File: config.mk
export PLATFORM = sky130hd
export DESIGN_NAME = reg_file_sb
export DESIGN_NICKNAME = d
export VERILOG_FILES = /design/src/rtl/reg_file_sb.sv
export SDC_FILE = /design/constraint.sdc
export NUM_CORES = 2
export LEC_CHECK = 0
export CAP_MARGIN = 20
export CORE_AREA = 2 2 315 317
export CTS_CLUSTER_DIAMETER = 100
export DETAILED_ROUTE_END_ITERATION = 12
export DIE_AREA = 0 0 317 319
export PLACE_DENSITY = 0.78
export SYNTH_ARGS = -nofsm -noshare
export SYNTH_HDL_FRONTEND = slang
export SYNTH_SLANG_ARGS = --single-unit
File: constraint.sdc
create_clock -name clk -period 4.3 [get_ports clk]
set_clock_uncertainty 0.05 [all_clocks]
set_input_delay 0.86 -clock clk [delete_from_list [all_inputs] [get_ports clk]]
set_output_delay 0.86 -clock clk [all_outputs]
set_load 0.02 [all_outputs]
File: src/rtl/reg_file_sb.sv
// Decode-stage register file: two combinational read ports, one writeback port,
// optional write-to-read bypass, hardwired zero register and a busy scoreboard.
module reg_file_sb #(
  parameter int WIDTH    = 32,
  parameter int SIZE     = 5,
  parameter bit ZERO_REG = 1'b1,
  parameter bit BYPASS   = 1'b1
) (
  input  logic             clk,
  input  logic             reset,
  input  logic             reg_write_i,
  input  logic [SIZE-1:0]  write_register_i,
  input  logic [WIDTH-1:0] write_data_i,
  input  logic [SIZE-1:0]  read_register_1_i,
  input  logic [SIZE-1:0]  read_register_2_i,
  output logic [WIDTH-1:0] read_data_1_o,
  output logic [WIDTH-1:0] read_data_2_o,
  input  logic             mark_busy_i,
  input  logic [SIZE-1:0]  mark_register_i,
  output logic             busy_1_o,
  output logic             busy_2_o,
  output logic [SIZE:0]    busy_count_o
);

  localparam int NREG = 2 ** SIZE;
  localparam int CW   = SIZE + 1;

  logic [WIDTH-1:0] mem_q [NREG];
  logic [NREG-1:0]  busy_q;
  logic [CW-1:0]    count_q;

  logic wr_ok;
  logic mk_ok;
  logic set_eff;
  logic clr_eff;

  // NOTE: every variable gets a value at the top of an always_comb so no path
  // leaves it unassigned, which would otherwise infer a latch.
  always_comb begin
    wr_ok   = reg_write_i && !(ZERO_REG && write_register_i == '0);
    mk_ok   = mark_busy_i && !(ZERO_REG && mark_register_i == '0);
    set_eff = mk_ok && !busy_q[mark_register_i];
    // A same-cycle mark of the writeback target hands the register to the new
    // producer, so the old producer's writeback must not clear it.
    clr_eff = wr_ok && busy_q[write_register_i]
              && !(mark_busy_i && mark_register_i == write_register_i);
  end

  // NOTE: the storage array is reset along with the scoreboard because reads
  // must return 0 after reset; this rules out a plain RAM macro for mem_q.
  // NOTE: all sequential state uses non-blocking assignments so every update
  // below sees pre-edge values regardless of statement order.
  always_ff @(posedge clk or negedge reset) begin
    if (!reset) begin
      for (int i = 0; i < NREG; i++) mem_q[i] <= '0;
      busy_q  <= '0;
      count_q <= '0;
    end else begin
      if (wr_ok)   mem_q[write_register_i] <= write_data_i;
      if (clr_eff) busy_q[write_register_i] <= 1'b0;
      if (set_eff) busy_q[mark_register_i]  <= 1'b1;
      // set_eff and clr_eff only fire on real busy-bit transitions, so the
      // count tracks the popcount exactly and can never wrap.
      count_q <= count_q + CW'(set_eff) - CW'(clr_eff);
    end
  end

  logic [SIZE-1:0]  rd_addr [2];
  logic [WIDTH-1:0] rd_data [2];
  logic             rd_busy [2];

  assign rd_addr[0] = read_register_1_i;
  assign rd_addr[1] = read_register_2_i;

  always_comb begin
    for (int p = 0; p < 2; p++) begin
      rd_data[p] = '0;
      rd_busy[p] = 1'b0;
      if (reset && !(ZERO_REG && rd_addr[p] == '0)) begin
        // A forwarded writeback carries valid data, so the reader sees the
        // register as not busy even if it is being re-marked this cycle.
        if (BYPASS && wr_ok && write_register_i == rd_addr[p]) begin
          rd_data[p] = write_data_i;
          rd_busy[p] = 1'b0;
        end else begin
          rd_data[p] = mem_q[rd_addr[p]];
          rd_busy[p] = busy_q[rd_addr[p]];
        end
      end
    end
  end

  assign read_data_1_o = rd_data[0];
  assign read_data_2_o = rd_data[1];
  assign busy_1_o      = rd_busy[0];
  assign busy_2_o      = rd_busy[1];
  assign busy_count_o  = count_q;

endmodule

==> flow_summary.json <==
{
  "status": "finished clean",
  "antenna_left": 0,
  "synth.top_cell.area_share_pct": 45.6,
  "fin_crit_sh_pct": 99.2,
  "gp_congestion": 0.920,
  "cp-end-kind": "primary output",
  "maxCapViolations": 0,
  "peakVddDrop_v": 0.000353,
  "hp-class": "reg2reg",
  "path_max_fanout": 13,
  "dpl_cell_area_um2": 63500,
  "tns_ns": 0,
  "synth_top_cell_by_area": "dfrtp_1",
  "avgSynthCellArea_um2": 14.4,
  "vias": 40200,
  "antenna_cells": 0,
  "coreArea_um2": 97700,
  "cts_buffers": 109,
  "finalNetCount": 4247,
  "dr.first_iter.drc_count": 5103,
  "yosysWarnings": 0,
  "slew_headroom_pct": 32.7,
  "dp_hpwl_um": 111000,
  "cts_tree": "yes",
  "design.die.area_um2": 101000,
  "worst_pin_slew_ns": 1.01,
  "clock.fmax_mhz": 234,
  "io_pins": 128,
  "synth_top_cells_by_area": "dfrtp_1 46%, mux2_2 19%, mux4_2 17%, mux2i_1 5.2%, a221oi_1 2.0%",
  "stdcell_area_um2": 67700,
  "synth.net_count": 4099,
  "cp.arrival_ns": 3.36,
  "synth-main-ff-cell": "dfrtp_1",
  "worstPathRequired_ns": 3.39,
  "ys_ff_latch": 1062,
  "grt_pass1_vias": 41700,
  "cts_sinks": 1062,
  "die_h_um": 319,
  "syn_to_final_growth_pct": 16.2,
  "cp-start-kind": "input port",
  "start_util_pct": 59.6,
  "syn_area_um2": 58200,
  "syn_inst": 4036,
  "path_clk_slew_ns": 0.06,
  "netlist_top_cells_count": "1,062 x dfrtp_1, 963 x mux2_2, 440 x mux4_2",
  "grt.total_usage_pct": 36.5,
  "grt_max_degree": 182,
  "grt_overflow": 0,
  "die_w_um": 317,
  "grt_pass1_wl_um": 272000,
  "drive_gt1_share_pct": 47.7,
  "fin_crit_ns": 4.27,
  "dr.pass1.iters": 6,
  "setup_viol": 0,
  "final_max_slew_viol_count": 0,
  "power.leakage_uw": 0.0297,
  "hold_viol_final": 0,
  "drt-wirelength-per-cell_um": 32.7,
  "cts_htree_levels": 3,
  "power_density_nw_per_um2": 459,
  "synth_async_sr_flop_share_pct": 100,
  "yosysUniqueCellTypes": 59,
  "rows": 115,
  "cts_buffer_depth": 3,
  "port_buffers": 127,
  "synth_edf_count": 0,
  "drt-total-wl_um": 182000,
  "critPathKind": "in2out",
  "synth_most_common_cell": "dfrtp_1",
  "cts-root-buf": "clkbuf_16",
  "clk_latency_ns": 0.72,
  "ys_seq_area_share_pct": 45.6,
  "viasPerCell": 7.23,
  "antenna_found_initial": 3,
  "rsz0062_at_grt": "false",
  "drc": 0
}
-- layer usage --
| metal | global-route usage (%) | part of all wire (%) |
|---|---|---|
| met1 | 51.2 | 39 |
| met5 | 0 | 0.015 |
| met2 | 54.2 | 45 |
| met4 | 17.1 | 5.4 |
| met3 | 8.71 | 11 |
-- path summary, 6_finish.rpt --
| path | to | cells past startpoint | slack, ns | start |
|---|---|---|---|---|
| min in group asynchronous | mem_q[572]$_DFFE_PN0P_ | 2 | 0.56 | reset |
| worst max-delay path | read_data_1_o[23] | 7 | 0.03 | read_register_1_i[0] |
| worst min register to register | mem_q[994]$_DFFE_PN0P_ | 0 | 0.35 | mem_q[994]$_DFFE_PN0P_ |
| worst max register to register | busy_count_o[4]$_DFF_PN0_ | 14 | 0.89 | busy_q[13]$_DFF_PN0_ |
| worst min-delay path | mem_q[994]$_DFFE_PN0P_ | 0 | 0.35 | mem_q[994]$_DFFE_PN0P_ |
| max in group asynchronous | mem_q[41]$_DFFE_PN0P_ | 5 | 0.94 | reset |
-- registers in the layout (all words and copies together) (netlist names) --
register      flops
busy_count_o      6
mem_q          1024
busy_q           32
-- power by group --
| part | switching, µW | leakage, µW | total [µW] | internal (µW) |
|---|---|---|---|---|
| sequential | 1570 | 0.0136 | 13500 | 12000 |
| clock | 4160 | 0.00195 | 10500 | 6340 |
| combinational | 2930 | 0.0142 | 7010 | 4090 |
-- layout make-up --
cell class              instances  area [µm²]
inverters                      20        78.8
clock buffers                 161        3280
well taps                    1287        1610
flip-flops and latches       1062       26600
clock inverters                42         703
fillers                      6253       30000
multi-input cells            2489       29900
repair buffers                502        5540
-- layout by cell type, fill, tap and decap left out, types with 15 or more instances in the layout --
cell / synthesis / final
dfrtp_1: 1062 / 1062
mux2_2: 963 / 963
mux4_2: 440 / 440
mux2i_1: 304 / 304
buf_4: 5 / 265
a221oi_1: 132 / 129
clkbuf_16: 0 / 113
buf_12: 0 / 106
a21oi_1: 97 / 95
mux2_1: 66 / 66
a22oi_1: 66 / 66
o21bai_1: 64 / 64
o21ai_1: 52 / 53
clkdlybuf4s50_1: 0 / 48
dlygate4sd2_1: 0 / 43
nand2b_1: 33 / 32
clkbuf_8: 0 / 32
a211o_1: 31 / 31
a32o_1: 31 / 31
nor2_4: 0 / 27
nor2_1: 50 / 23
clkbuf_1: 254 / 19
inv_1: 18 / 18
bufinv_16: 0 / 18
o41ai_1: 16 / 16
nand2_1: 15 / 15
clkinv_2: 0 / 15
-- worst max-delay path, stage by stage --
cell	delay, ns
buf_12	0.20
buf_6	0.25
mux4_2	0.53
mux4_2	0.49
nand2b_1	0.20
a32o_1	0.27
clkdlybuf4s50_1	0.53
-- timing repair --
action,4_1_cts,5_1_grt
hold endpoints to repair,5,0
endpoints found under the setup margin,62,45
pin swaps,3,1
cloned,2,2
hold buffers,1,0
gates resized for setup,85,33
buffers inserted,4,0
-- stage by stage --
stage                     hold WS (ns)  total power (µW)  worst slack (ns)  utilization [%]  cells
after global placement           0.331             20200            -0.370             65.0   5350
after detailed placement         0.335             20500            -0.371             65.0   5350
after floorplan                  0.391             18100             0.380                -   4036
final                            0.348             31000            0.0323             69.3   5563
after global routing             0.363             32200          0.000325             69.3   5563
after CTS                        0.353             31000            -0.121             69.1   5560
-- cell families after synthesis --
logic type                 after synthesis  synth area share, %
muxes                                 1773                 42.1
DFF                                   1062                 45.6
AOI/OAI and AO/OA                      523                 6.69
buffers and inverters                  485                 3.58
and+or+nand+nor                        166                 1.51
xor gates and xnor gates                20                0.301
adders and majority gates                7                0.163
Note: power is estimated with default switching activity, not from simulation.
